## src/rtl/dmem_arb_pkg.sv

```systemverilog
// Shared types and constants for the data-memory arbiter.
package dmem_arb_pkg;

    localparam int DMEM_ADDR_W = 9;
    localparam int DMEM_DATA_W = 32;
    // Wide enough for any read latency in 1..7.
    localparam int LAT_CNT_W   = 3;

    typedef enum logic [1:0] {
        IDLE   = 2'd0,
        ACCESS = 2'd1,
        WAIT   = 2'd2,
        RESP   = 2'd3
    } arb_state_t;

endpackage

```

## src/rtl/dmem_arbiter_rr_arb2.sv

```systemverilog
// Two-way round-robin grant logic, purely combinational.
module rr_arb2
    import dmem_arb_pkg::*;
(
    input  logic [1:0] i_req,
    input  logic       i_last_grant,
    output logic [1:0] o_grant,
    output logic       o_valid
);

    // On a tie the port that was not granted last time wins.
    always_comb begin
        o_grant = 2'b00;
        o_valid = |i_req;
        case (i_req)
            2'b01:   o_grant = 2'b01;
            2'b10:   o_grant = 2'b10;
            2'b11:   o_grant = i_last_grant ? 2'b01 : 2'b10;
            default: o_grant = 2'b00;
        endcase
    end

endmodule

```

## src/rtl/dmem_arbiter.sv

```systemverilog
// Shares a single-port data memory between the core port (0) and the
// loader/debug port (1), with fixed-latency read sequencing.
module dmem_arbiter
    import dmem_arb_pkg::*;
#(
    parameter int ADDR_W  = DMEM_ADDR_W,
    parameter int DATA_W  = DMEM_DATA_W,
    parameter int MEM_LAT = 1
) (
    input  logic              clk,
    input  logic              rst,
    input  logic              m0_req,
    input  logic              m0_we,
    input  logic [ADDR_W-1:0] m0_addr,
    input  logic [DATA_W-1:0] m0_wdata,
    output logic              m0_ack,
    output logic              m0_err,
    output logic [DATA_W-1:0] m0_rdata,
    input  logic              m1_req,
    input  logic              m1_we,
    input  logic [ADDR_W-1:0] m1_addr,
    input  logic [DATA_W-1:0] m1_wdata,
    output logic              m1_ack,
    output logic              m1_err,
    output logic [DATA_W-1:0] m1_rdata,
    output logic              mem_read,
    output logic              mem_write,
    output logic [ADDR_W-1:0] mem_addr,
    output logic [DATA_W-1:0] mem_wdata,
    input  logic [DATA_W-1:0] mem_rdata,
    output logic              busy
);

    arb_state_t           r_state;
    arb_state_t           w_next;
    logic                 r_last;
    logic                 r_sel;
    logic                 r_we;
    logic                 r_err;
    logic [ADDR_W-1:0]    r_addr;
    logic [DATA_W-1:0]    r_wdata;
    logic [DATA_W-1:0]    r_rdata0;
    logic [DATA_W-1:0]    r_rdata1;
    logic [LAT_CNT_W-1:0] r_cnt;

    logic [1:0]           w_grant;
    logic                 w_valid;
    logic                 w_win_we;
    logic [ADDR_W-1:0]    w_win_addr;
    logic [DATA_W-1:0]    w_win_wdata;
    logic                 w_misalign;
    logic                 w_last_beat;

    rr_arb2 u_rr_arb2 (
        .i_req        ({m1_req, m0_req}),
        .i_last_grant (r_last),
        .o_grant      (w_grant),
        .o_valid      (w_valid)
    );

    assign w_win_we    = w_grant[0] ? m0_we    : m1_we;
    assign w_win_addr  = w_grant[0] ? m0_addr  : m1_addr;
    assign w_win_wdata = w_grant[0] ? m0_wdata : m1_wdata;
    assign w_misalign  = |w_win_addr[1:0];
    assign w_last_beat = (r_cnt <= LAT_CNT_W'(1));

    // State register.
    always_ff @(posedge clk or posedge rst) begin
        if (rst) begin
            r_state <= IDLE;
        end else begin
            r_state <= w_next;
        end
    end

    // Next-state decode; misaligned grants skip the memory entirely.
    always_comb begin
        w_next = r_state;
        case (r_state)
            IDLE:    if (w_valid) w_next = w_misalign ? RESP : ACCESS;
            ACCESS:  w_next = WAIT;
            WAIT:    if (w_last_beat) w_next = RESP;
            RESP:    w_next = IDLE;
            default: w_next = IDLE;
        endcase
    end

    // Grant latching, latency counter and per-port read-data capture.
    always_ff @(posedge clk or posedge rst) begin
        if (rst) begin
            r_last   <= 1'b1;
            r_sel    <= 1'b0;
            r_we     <= 1'b0;
            r_err    <= 1'b0;
            r_addr   <= '0;
            r_wdata  <= '0;
            r_rdata0 <= '0;
            r_rdata1 <= '0;
            r_cnt    <= '0;
        end else begin
            case (r_state)
                IDLE: begin
                    if (w_valid) begin
                        r_sel   <= w_grant[1];
                        r_last  <= w_grant[1];
                        r_we    <= w_win_we;
                        r_err   <= w_misalign;
                        r_addr  <= w_win_addr;
                        r_wdata <= w_win_wdata;
                        // Writes and errors must return zero read data.
                        if (w_grant[1]) r_rdata1 <= '0;
                        else            r_rdata0 <= '0;
                    end
                end
                ACCESS: r_cnt <= LAT_CNT_W'(MEM_LAT);
                WAIT: begin
                    r_cnt <= r_cnt - 1'b1;
                    if (w_last_beat && !r_we) begin
                        if (r_sel) r_rdata1 <= mem_rdata;
                        else       r_rdata0 <= mem_rdata;
                    end
                end
                default: ;
            endcase
        end
    end

    assign mem_read  = (r_state == ACCESS) && !r_we;
    assign mem_write = (r_state == ACCESS) &&  r_we;
    assign mem_addr  = r_addr;
    assign mem_wdata = r_wdata;
    assign busy      = (r_state != IDLE);
    assign m0_ack    = (r_state == RESP) && !r_sel;
    assign m1_ack    = (r_state == RESP) &&  r_sel;
    assign m0_err    = m0_ack && r_err;
    assign m1_err    = m1_ack && r_err;
    assign m0_rdata  = r_rdata0;
    assign m1_rdata  = r_rdata1;

endmodule

```

## config.mk

```make
export PLATFORM = sky130hd
export DESIGN_NAME = dmem_arbiter
export DESIGN_NICKNAME = d
export VERILOG_FILES = /design/src/rtl/dmem_arb_pkg.sv /design/src/rtl/dmem_arbiter_rr_arb2.sv /design/src/rtl/dmem_arbiter.sv
export SDC_FILE = /design/constraint.sdc
export NUM_CORES = 1
export LEC_CHECK = 0
export ABC_AREA = 0
export CELL_PAD_IN_SITES_DETAIL_PLACEMENT = 0
export CELL_PAD_IN_SITES_GLOBAL_PLACEMENT = 2
export CORE_MARGIN = 2
export CORE_UTILIZATION = 24
export CTS_CLUSTER_SIZE = 40
export DETAILED_ROUTE_END_ITERATION = 10
export HOLD_SLACK_MARGIN = 0.06
export PLACE_DENSITY_LB_ADDON = 0.1
export SLEW_MARGIN = 25
export SYNTH_ARGS = -nofsm -noshare
export SYNTH_HDL_FRONTEND = slang
export SYNTH_HIERARCHICAL = 1
export SYNTH_SLANG_ARGS = --single-unit
export TNS_END_PERCENT = 50
```

## constraint.sdc

```tcl
create_clock -name clk -period 3.8 [get_ports clk]
set_input_delay 0.57 -clock clk [delete_from_list [all_inputs] [get_ports clk]]
set_output_delay 0.57 -clock clk [all_outputs]
set_load 0.02 [all_outputs]
```

# Word-level counts from Yosys, hierarchy flattened
# Cells that the tools add are included.
[word_totals] inputBits=120 wordCells=64 out_inout_bits=112 regBits=114
[classes] n_eq_ne=13 n_addsub=1 reduce_logical=19 order_cmp=1 mux=20
[op_table] cell="$mux 32" count=9
[op_table] cell="$pmux 32 s2" count=2
[op_table] cell="$ne 2x2->1 const B" count=6
[op_table] cell="$reduce_and 5->1" count=2
[op_table] cell="$mux 9" count=1
[op_table] cell="$eq 2x2->1 const B" count=4
[op_table] cell="$mux 2" count=4
[op_table] cell="$pmux 2 s4" count=1
[op_table] cell="$logic_and 1x1->1" count=7
[op_table] cell="$pmux 2 s3" count=1
[op_table] cell="$pmux 3 s2" count=1
[op_table] cell="$reduce_bool 2->1" count=3
[op_table] cell="$eq 2x1->1 const B" count=2
[op_table] cell="$reduce_and 2->1" count=2
[op_table] cell="$reduce_or 2->1" count=2
[op_table] cell="$le 3x1->1 const B" count=1
[op_table] cell="$sub 3x1->3 const B" count=1
[op_table] cell="$logic_not 1->1" count=2
[op_table] cell="$logic_not 2->1" count=1
[op_table] cell="$ne 2x1->1 const B" count=1
[op_table] cell="$mux 1" count=1

# Logic depth before layout (Yosys ltp)
# Gate-level depths: netlist of the first run.
[logic_depth] depth_word=7 depth_mapped=7 mapped_depth_nobuf=6

# Cells and area by module
# Netlist of the first run, hierarchy kept.
[modules_own_cells] mod="dmem_arbiter" cells_per_inst=418 area_per_inst_um2=5306.3 seq_area_each_um2=2854.0 instances=1
[modules_own_cells] mod="rr_arb2" cells_per_inst=4 area_per_inst_um2=25.0 seq_area_each_um2=0.0 instances=1

# Worst setup path after synthesis of the first run
# OpenSTA, ideal clock, no wires.
[synth_timing] kind="input port to flip-flop" start="input port m1_req" end="register r_rdata1[0], in the netlist m1_rdata[0]" t_required_ns=3.675 slack_ns=1.990 arrival_ns=1.684 stages=6 path_buffers=1 setup_ns=0.125 path_cell_list="a21boi_1 > nand2_1 > a22oi_1 > nand3b_2 > buf_6 > mux2_4"
[synth_via] elab_chain_cells=4 word_cells_on_any_way=8 classes_between="eq/ne: 5; mux: 1; reduce/logical: 2"
[synth_rtl] item="start: declaration" line="dmem_arbiter.sv:19" text="input logic m1_req,"
[synth_rtl] item="$eq 2x2->1 / $eq 2x1->1 (equally long branches)" line="dmem_arbiter_rr_arb2.sv:15" text="case (i_req)"
[synth_rtl] item="$pmux 2 s3" line="dmem_arbiter_rr_arb2.sv:15"
[synth_rtl] item="$ne 2x2->1 (no line)"
[synth_rtl] item="$reduce_and 5->1 (no line) (*)"
[synth_rtl] item="end signal: assignment" line="dmem_arbiter.sv:119" text="if (r_sel) r_rdata1 <= mem_rdata;"
[synth_rtl] item="end: declaration" line="dmem_arbiter.sv:43" text="logic [DATA_W-1:0] r_rdata1;"
# Mark *: on every way between the ends. The rest lies on a longest branch, timed or not.
# A chain may end at the register's enable or synchronous reset.

# Worst setup path after layout of the first run
[layout_timing] start="register r_state[0]" end="register r_rdata0[3], in the netlist m0_rdata[3]"
[layout_via] elab_chain_cells=3 word_cells_on_any_way=9 classes_between="eq/ne: 5; mux: 1; reduce/logical: 3"
[layout_rtl] item="start: declaration" line="dmem_arbiter.sv:34" text="arb_state_t r_state;"
[layout_rtl] item="start signal: assignment" line="dmem_arbiter.sv:72" text="r_state <= w_next;"
[layout_rtl] item="$eq 2x2->1 / $logic_not 2->1 (equally long branches)" line="dmem_arbiter.sv:101" text="case (r_state)"
[layout_rtl] item="$ne 2x2->1 (no line) (tied with other cells)"
[layout_rtl] item="$reduce_and 5->1 (no line)"
[layout_rtl] item="end signal: assignment" line="dmem_arbiter.sv:120" text="else r_rdata0 <= mem_rdata;"
[layout_rtl] item="end: declaration" line="dmem_arbiter.sv:42" text="logic [DATA_W-1:0] r_rdata0;"
# Several ways; a longest one is shown, not always the timed one.

==> results of run 1 <==
-- sequential cells by signal (all words and copies together), names as in the netlist --
register,count
r_cnt,3
r_last,1
mem_addr,9
r_err,1
r_we,1
m0_rdata,32
r_state,2
mem_wdata,32
m1_rdata,32
r_sel,1
-- synth_stat cells (2+ instances only) --
cell type  count  area (sq um)
a21boi_1       2         15.01
and2_1        35         219.0
buf_2          6         30.03
buf_6          6         67.56
clkbuf_1      12         45.04
dfrtp_1      113          2828
ha_1           7         87.58
inv_1         10         37.54
mux2_2         4         45.04
mux2_4        60         900.9
mux2i_1       44         440.4
nand2_1       54         202.7
nand3b_1       2         15.01
nor2_1         3         11.26
nor2b_1        2         12.51
o21ai_0       46         230.2
o21ai_1        2         10.01
-- power breakdown --
group | internal (W) | switching [W]
Combinational | 0.00206 | 0.00191
Clock | 0.00111 | 0.000615
Sequential | 0.00176 | 0.000314
-- critical path, cell delays in order, from the launching register on --
cell      delay (ps)
dfrtp_1          420
inv_1            120
ha_1             530
o21ai_0          220
nand4b_4         800
mux2_4           570
-- layout by cell type, fill, tap and decap left out, types with 2 or more instances in the layout --
cell,n
inv_1,9
nand2_1,53
clkinv_4,4
clkdlybuf4s50_1,231
clkbuf_16,17
buf_12,3
o21ai_1,2
o21ai_0,46
nor2_1,3
ha_1,7
dfrtp_1,113
bufinv_16,4
and2_1,35
nor2b_1,2
inv_6,4
mux2_2,4
nand3b_1,2
mux2i_1,44
buf_4,3
mux2_4,60
-- cell type report --
| cell class | count | area share, % |
|---|---|---|
| Sequential cell | 114 | 33.22 |
| Timing Repair Buffer | 237 | 27.88 |
| Multi-Input combinational cell | 274 | 27.00 |
| Clock buffer | 18 | 4.996 |
| Tap cell | 280 | 4.078 |
| Clock inverter | 14 | 2.359 |
| Inverter | 10 | 0.4661 |
-- cell families (layout without fill, tap and decap cells) --
logic type	Yosys count	after routing	share of synthesized area, %
AO/OA/AOI/OAI	56	56	5.773
adder cells (fa/ha/maj)	7	7	1.643
buffers and inverters	34	279	3.379
flip-flops	114	114	53.53
multiplexers	108	108	26.00
AND/OR/NAND/NOR	103	103	9.669
-- per-stage QoR --
stage	hold WS, ps	area (sq um)	worst slack, ps	power [W]	cells
6_report	471.8	8591	994.4	0.007779	947
5_1_grt	489.0	8591	784.2	0.008282	947
4_1_cts	474.1	8591	896.2	0.007936	947
3_5_place_dp	465.9	7959	692.3	0.006149	915
3_3_place_gp	457.2	7959	688.0	0.006118	915
2_1_floorplan	446.3	5331	215.9	0.004562	422
-- layer usage --
metal,vias to the layer above,track usage (%)
met3,14,6.436
met4,0,5.115
met1,1859,16.92
met5,-,0
met2,153,19.13
li1,1907,-
-- final timing paths --
kind                                   startpoint                       to  slack [ps]  depth (start not counted)
hold reg to reg                r_last$_DFFE_PP1P_       r_last$_DFFE_PP1P_         470                          2
setup / recovery           r_state[0]$_DFFE_PP0P_  m0_rdata[3]$_DFFE_PP0P_         990                          5
max in group asynchronous                     rst  m0_rdata[5]$_DFFE_PP0P_        2350                          3
min in group asynchronous                     rst  mem_addr[7]$_DFFE_PP0P_         660                          2
setup reg to reg           r_state[0]$_DFFE_PP0P_  m0_rdata[3]$_DFFE_PP0P_         990                          5
hold / removal                 r_last$_DFFE_PP1P_       r_last$_DFFE_PP1P_         470                          2
==> flow_metrics.py, run 1 <==
metrics = {
    "detailed_routing": {
        "dr_wl_met2_um": 6413,
        "wl_met3_um": 1523,
        "top_layer_used": "met4",
        "remaining_drc_errors": 0,
        "wl_met1_um": 6750,
        "drt.antenna.violating_nets": 0,
        "first_pass_iters": 6,
        "wirelength_um": 14930,
        "vias_per_cell": 4.153,
        "avgRoutedWirePerCell_um": 15.76,
        "drt_iter0_drc": 111,
        "vias": 3933,
    },
    "global_routing": {
        "grt_antenna_before_repair": 1,
        "grt_pass1_wl_um": 24350,
        "grt_max_degree": 65,
        "grt_pass1_vias": 4328,
        "overflow": 0,
        "grt_use_total_pct": 13.21,
    },
    "cts": {
        "cts_resized": 0,
        "clockBufferDepth": 2,
        "htreeDepth": 4,
        "cts_buffers": 17,
        "hold_buffers": 0,
        "cts_root_buf": "clkbuf_16",
        "cts.sinks": 114,
        "clk_pin_slew_ps": 50,
        "cts_setup_buffers": 0,
        "clkLatencyLatePin_ps": 410,
        "cts_tree": "built",
    },
    "setup_path": {
        "worstPathRequired_ps": 4080,
        "crit_fanout": 32,
        "setup.worst_path.class": "flip-flop to flip-flop",
        "worst_setup_path_start_kind": "flip-flop",
        "arrival_ps": 3090,
        "cp-end-kind": "flip-flop",
    },
    "floorplanning": {
        "start_util_pct": 24.43,
        "die_y_um": 153.0,
        "die_area_sq_um": 23420,
        "std_cell_rows": 54,
        "die_w_um": 153.0,
        "coreArea_sq_um": 21820,
        "ios": 232,
    },
    "sta": {
        "final_max_slew_viol_count": 0,
        "tns_ps": 0,
        "finalClockSkew_ps": 11.88,
        "post-route-min-period_ps": 2806,
        "timing.max_slew.rel_slack_pct": 39.86,
        "hold_viol": 0,
        "rsz0062_at_grt": "no",
        "fin_crit_sh_pct": 73.83,
        "worst_slew_pin_slew_ps": 900.8,
        "setup_violations": 0,
        "fmax_mhz": 356.4,
    },
    "cells_and_area": {
        "n_fill_cell": 2118,
        "antenna_cells": 0,
        "seqCellArea_sq_um": 2854,
        "area_delta_synth_final_pct": 61.14,
        "final_util_pct": 39.36,
        "layout.nets": 781,
        "drive_gt1_share_pct": 16.19,
        "multi_input_area_sq_um": 2320,
    },
    "synthesis": {
        "synth.net_count": 549,
        "ys_seq_area_share_pct": 53.53,
        "synth-seq-cells": 114,
        "synth_area_per_cell_sq_um": 12.63,
        "synthArstFlopShare_pct": 100.0,
        "syn-cell-area_sq_um": 5331,
        "synth_cell_types": 31,
        "synth_ff_type": "dfrtp_1",
        "synth-edff-count": 0,
        "yosysWarnings": 6,
        "syn_inst": 422,
    },
    "placement": {
        "io_buffers": 231,
        "gp_congestion": 0.7143,
        "place_hpwl_um": 10700,
    },
    "run_status": {
        "status": "complete, no violations",
    },
    "power": {
        "p_leak_nw": 3.906,
        "irDropWorstVdd_v": 0.0005621,
        "p_per_area_nw_per_um2": 905.5,
    },
    "job": {
        "cap_violations": 0,
    },
    "min_path": {
        "hold_path.class": "flip-flop to flip-flop",
    },
}
No activity file was read; power rests on OpenSTA's default activity.
==> run 2: changes to the inputs <==
--- a/config.mk
+++ b/config.mk
@@ -9,7 +9,7 @@
 export CELL_PAD_IN_SITES_DETAIL_PLACEMENT = 0
 export CELL_PAD_IN_SITES_GLOBAL_PLACEMENT = 2
 export CORE_MARGIN = 2
-export CORE_UTILIZATION = 24
+export CORE_UTILIZATION = 25
 export CTS_CLUSTER_SIZE = 40
 export DETAILED_ROUTE_END_ITERATION = 10
 export HOLD_SLACK_MARGIN = 0.06
==> constraint.sdc (replaced) <==
create_clock -name clk -period 2.8 [get_ports clk]
set_input_delay 0.42 -clock clk [delete_from_list [all_inputs] [get_ports clk]]
set_output_delay 0.42 -clock clk [all_outputs]
set_load 0.02 [all_outputs]
==> run 2 against run 1 <==
Compared with the run above: utilization increased by 1.7 points; non-clock buffer count increased by 2; sequential share of layout area decreased by 0.077 points; wire length decreased by 2.9%.
==> flow_metrics.py, run 2 (same netlist as run 1, synthesis figures left out) <==
metrics = {
    "setup_path": {
        "slowest_stage": "clkdlybuf4s50_1",
        "ff2ff_setup_slack_ps": 500,
        "r2r_start": "r_state[0]$_DFFE_PP0P_",
        "cp-end-kind": "primary output",
        "setup.worst_path.class": "flip-flop to primary output",
        "critical_path.max_stage_delay_ps": 640,
        "worst_setup_path_start_kind": "flip-flop",
        "arrival_ps": 1990,
        "r2r_end": "m1_rdata[31]$_DFFE_PP0P_",
        "crit_chain": "ha_1 > nor2b_1 > and2_1 > clkdlybuf4s50_1",
        "ff2ff_path_depth": 7,
        "crit_fanout": 4,
        "worstPathRequired_ps": 2380,
    },
    "floorplanning": {
        "die_area_sq_um": 22510,
        "start_util_pct": 25.44,
        "coreArea_sq_um": 20960,
        "die_y_um": 150.0,
        "std_cell_rows": 53,
        "die_w_um": 150.0,
        "ios": 232,
    },
    "power": {
        "finalPower_w": 0.01054,
        "p_leak_nw": 3.911,
        "irDropWorstVdd_v": 0.0004899,
        "p_per_area_nw_per_um2": 1224,
    },
    "min_path": {
        "hp-start": "r_last$_DFFE_PP1P_",
        "hold_path.class": "flip-flop to flip-flop",
        "hold_path_depth": 2,
        "min_to": "r_last$_DFFE_PP1P_",
    },
    "detailed_routing": {
        "drt_iter0_drc": 73,
        "drt.antenna.violating_nets": 0,
        "remaining_drc_errors": 0,
        "first_pass_iters": 4,
        "vias_per_cell": 4.153,
        "avgRoutedWirePerCell_um": 15.36,
        "wirelength_um": 14500,
        "vias": 3920,
    },
    "global_routing": {
        "overflow": 0,
        "grt_pass1_wl_um": 22750,
        "grt_use_total_pct": 13.25,
        "grt_antenna_before_repair": 0,
        "grt_pass1_vias": 4180,
        "grt_max_degree": 115,
    },
    "cts": {
        "cts_root_buf": "clkbuf_16",
        "cts_buffers": 17,
        "cts_tree": "built",
        "cts_resized": 0,
        "htreeDepth": 4,
        "cts.sinks": 114,
        "clockBufferDepth": 2,
        "cts_setup_buffers": 0,
        "clk_pin_slew_ps": 50,
        "hold_buffers": 0,
        "clkLatencyLatePin_ps": 410,
    },
    "sta": {
        "final_max_slew_viol_count": 0,
        "timing.max_slew.rel_slack_pct": 57.51,
        "rsz0062_at_grt": "no",
        "fmax_mhz": 414.3,
        "tns_ps": 0,
        "finalClockSkew_ps": 8.524,
        "setup_violations": 0,
        "setup_ws_ps": 386.4,
        "worst_slew_pin_slew_ps": 637.3,
        "hold_viol": 0,
        "post-route-min-period_ps": 2414,
        "whs_ps": 468.0,
        "fin_crit_sh_pct": 86.20,
    },
    "cells_and_area": {
        "final_util_pct": 41.09,
        "antenna_cells": 0,
        "layout.nets": 783,
        "area_delta_synth_final_pct": 61.51,
        "final_common_cell": "clkdlybuf4s50_1",
        "n_fill_cell": 2004,
        "mostFrequentLayoutCells": "clkdlybuf4s50_1 (231), dfrtp_1 (113), mux2_4 (60)",
        "drive_gt1_share_pct": 16.59,
    },
    "placement": {
        "io_buffers": 231,
        "place_hpwl_um": 10220,
        "gp_congestion": 0.7416,
        "dp_slack_ps": 435.0,
    },
    "job": {
        "cap_violations": 0,
    },
    "run_status": {
        "status": "complete, no violations",
    },
}
==> run 2: cell count changes in the layout (fill, tap and decap cells not counted), sizes merged <==
cell / before / now
clkinvlp: 1 / 4
buf: 6 / 8
bufinv: 4 / 3
clkinv: 5 / 4
inv: 14 / 13
==> run 2: critical path: cells and delay by family, from the launching register on <==
kind / cells / cell delay (ps)
buffers and inverters: 1 / 640
adder cells (fa/ha/maj): 1 / 220
flip-flops: 1 / 390
AND/OR/NAND/NOR: 2 / 340
==> run 2: per-stage QoR <==
stage	instances	area, sq um
2_1_floorplan	422	5335
3_3_place_gp	912	7994
3_5_place_dp	912	7994
4_1_cts	944	8611
5_1_grt	944	8611
6_report	944	8611
==> run 2: worst max-delay path by stage <==
stage               slack, ps                  endpoint                   start
floorplan                1000   m0_rdata[0]$_DFFE_PP0P_                     rst
global placement          450   m1_rdata[2]$_DFFE_PP0P_                  m1_req
detailed placement        440  m1_rdata[20]$_DFFE_PP0P_                  m1_req
CTS                       310                    m0_err  r_state[0]$_DFFE_PP0P_
global route              240                    m0_err  r_state[0]$_DFFE_PP0P_
finish                    390                    m0_err  r_state[0]$_DFFE_PP0P_
==> run 2: metal layers <==
layer,routed length [um],GRT usage (%)
met5,0,0
met4,269,5.472
met3,1586,6.311
met2,6375,19.50
met1,6268,16.62
==> run 2: power by group <==
| group | switching (W) | internal [W] | total [W] |
|---|---|---|---|
| sequential | 0.000428 | 0.00239 | 0.00282 |
| clock | 0.000822 | 0.00143 | 0.00226 |
| combinational | 0.00261 | 0.00286 | 0.00546 |
| total | 0.00386 | 0.00668 | 0.0105 |
==> run 2: final cells by class <==
type                       instances  area [sq um]  share of cell area [%]
inverter                          10         41.29                  0.4795
clock inverter                    14         177.7                   2.063
sequential                       114          2854                   33.14
clock buffer                      18         439.2                   5.100
multi-input combinational        274          2320                   26.94
timing repair buffer             239          2435                   28.28
tap                              275         344.1                   3.996
==> run 3: changes to the inputs <==
--- a/config.mk
+++ b/config.mk
@@ -6,10 +6,12 @@
 export NUM_CORES = 1
 export LEC_CHECK = 0
 export ABC_AREA = 0
+export ABC_CLOCK_PERIOD_IN_PS = 2800
+export CAP_MARGIN = 10
 export CELL_PAD_IN_SITES_DETAIL_PLACEMENT = 0
 export CELL_PAD_IN_SITES_GLOBAL_PLACEMENT = 2
 export CORE_MARGIN = 2
-export CORE_UTILIZATION = 25
+export CORE_UTILIZATION = 26
 export CTS_CLUSTER_SIZE = 40
 export DETAILED_ROUTE_END_ITERATION = 10
 export HOLD_SLACK_MARGIN = 0.06
==> run 3 against run 2 <==
Compared with the run above: cell count shrank 0.42%; clock power grew 7%; setup slack gained 21 ps; die area shrank 3.7%; first-iteration DRC count grew 86%; global-route usage grew 0.35 points; non-clock buffer count grew 1; sequential share of layout area shrank 0.16 points; power grew 1.2%; via count shrank 0.71%; critical path type unchanged; largest cell class unchanged; largest power group unchanged; highest routed layer unchanged.
==> flow_metrics.py, run 3 (same netlist as run 1, synthesis figures left out) <==
metrics = {
    "detailed_routing": {
        "drt.antenna.violating_nets": 0,
        "remaining_drc_errors": 0,
        "avgRoutedWirePerCell_um": 15.19,
        "vias_per_cell": 4.140,
        "drt_iter0_drc": 136,
        "vias": 3892,
        "first_pass_iters": 4,
        "wirelength_um": 14280,
    },
    "run_status": {
        "status": "complete, no violations",
    },
    "cells_and_area": {
        "final_util_pct": 42.90,
        "area_delta_synth_final_pct": 62.31,
        "mostFrequentLayoutCells": "clkdlybuf4s50_1 (231), dfrtp_1 (113), mux2_4 (60)",
        "antenna_cells": 0,
        "seqCellArea_sq_um": 2854,
        "fin_area_sq_um": 8653,
        "final_common_cell": "clkdlybuf4s50_1",
        "n_fill_cell": 1909,
        "drive_gt1_share_pct": 16.57,
        "layout.nets": 784,
        "multi_input_area_sq_um": 2311,
    },
    "placement": {
        "io_buffers": 231,
        "dp_slack_ps": 374.6,
        "place_area_sq_um": 7999,
        "place_hpwl_um": 10440,
        "gp_congestion": 0.7156,
    },
    "floorplanning": {
        "std_cell_rows": 52,
        "start_util_pct": 26.43,
        "die_area_sq_um": 21670,
        "ios": 232,
        "coreArea_sq_um": 20170,
        "die_y_um": 147.2,
        "die_w_um": 147.2,
    },
    "sta": {
        "worst_slew_pin_slew_ps": 775.2,
        "rsz0062_at_grt": "no",
        "finalClockSkew_ps": 13.28,
        "final_max_slew_viol_count": 0,
        "post-route-min-period_ps": 2393,
        "fmax_mhz": 417.9,
        "timing.max_slew.rel_slack_pct": 48.21,
        "hold_viol": 0,
        "setup_violations": 0,
        "tns_ps": 0,
        "setup_ws_ps": 406.9,
        "fin_crit_sh_pct": 85.47,
    },
    "global_routing": {
        "overflow": 0,
        "grt_antenna_before_repair": 0,
        "grt_pass1_wl_um": 22880,
        "grt_pass1_vias": 4140,
        "grt_max_degree": 56,
        "grt_use_total_pct": 13.60,
    },
    "cts": {
        "cts_setup_buffers": 0,
        "clk_pin_slew_ps": 50,
        "cts.sinks": 114,
        "cts_tree": "built",
        "cts_root_buf": "clkbuf_16",
        "htreeDepth": 4,
        "clkLatencyLatePin_ps": 410,
        "clockBufferDepth": 2,
        "cts_buffers": 17,
        "cts_resized": 0,
        "hold_buffers": 0,
    },
    "setup_path": {
        "slowest_stage": "clkdlybuf4s50_1",
        "setup.worst_path.class": "flip-flop to primary output",
        "worstPathRequired_ps": 2380,
        "arrival_ps": 1970,
        "critical_path.max_stage_delay_ps": 630,
        "crit_fanout": 5,
        "cpMostUsedCell": "inv_1",
        "cp-end-kind": "primary output",
        "crit_chain": "inv_1 > ha_1 > inv_1 > clkdlybuf4s50_1",
        "ff2ff_setup_slack_ps": 440,
        "worst_setup_path_start_kind": "flip-flop",
    },
    "power": {
        "finalPower_w": 0.01067,
        "irDropWorstVdd_v": 0.0008514,
        "p_leak_nw": 3.939,
        "p_per_area_nw_per_um2": 1233,
    },
    "min_path": {
        "hold_path.class": "flip-flop to flip-flop",
    },
    "job": {
        "cap_violations": 0,
    },
}
run 3: cell count changes in the layout (fill, tap and decap cells not counted), sizes merged:
cell,previous run,this run
buf,8,9
clkinvlp,4,1
clkinv,4,5
bufinv,3,5
run 3: path summary, 6_finish.rpt:
kind,start,to,depth (start not counted)
setup / recovery,r_state[0]$_DFFE_PP0P_,busy,4
setup reg to reg,r_state[0]$_DFFE_PP0P_,m0_rdata[30]$_DFFE_PP0P_,7
hold / removal,r_last$_DFFE_PP1P_,r_last$_DFFE_PP1P_,2
hold reg to reg,r_last$_DFFE_PP1P_,r_last$_DFFE_PP1P_,2
min in group asynchronous,rst,r_err$_DFFE_PP0P_,2
max in group asynchronous,rst,r_last$_DFFE_PP1P_,3
run 3: power by group:
group	internal [W]	leakage [nW]	switching (W)	total, W
clock	0.00159	0.320	0.000817	0.00241
combinational	0.00284	2.15	0.00260	0.00544
sequential	0.00239	1.47	0.000419	0.00281
run 3: area by class of cell:
type / instances / area share (%)
clock buffer: 18 / 4.960
clock inverter: 14 / 2.603
inverter: 10 / 0.4772
multi-input combinational: 274 / 26.71
sequential: 114 / 32.98
tap: 270 / 3.904
timing repair buffer: 240 / 28.37
run 3: routing by layer:
| layer | vias to the layer above | GRT usage [%] | share of wire (%) |
|---|---|---|---|
| met2 | 151 | 21.40 | 47 |
| met5 | - | 0 | 0 |
| met4 | 0 | 3.606 | 0.83 |
| met3 | 9 | 6.304 | 9.1 |
| li1 | 1911 | - | - |
| met1 | 1821 | 16.90 | 43 |
run 3: per-stage QoR:
stage	hold slack [ps]	instances
global route	483.7	940
CTS	472.6	940
detailed placement	463.8	908
global placement	458.8	908
finish	468.3	940
floorplan	446.3	422
run 3: critical path: cells and delay by family, from the launching register on:
kind / cells / cell delay [ps]
buffers and inverters: 3 / 890
flip-flops: 1 / 410
adder cells (fa/ha/maj): 1 / 270
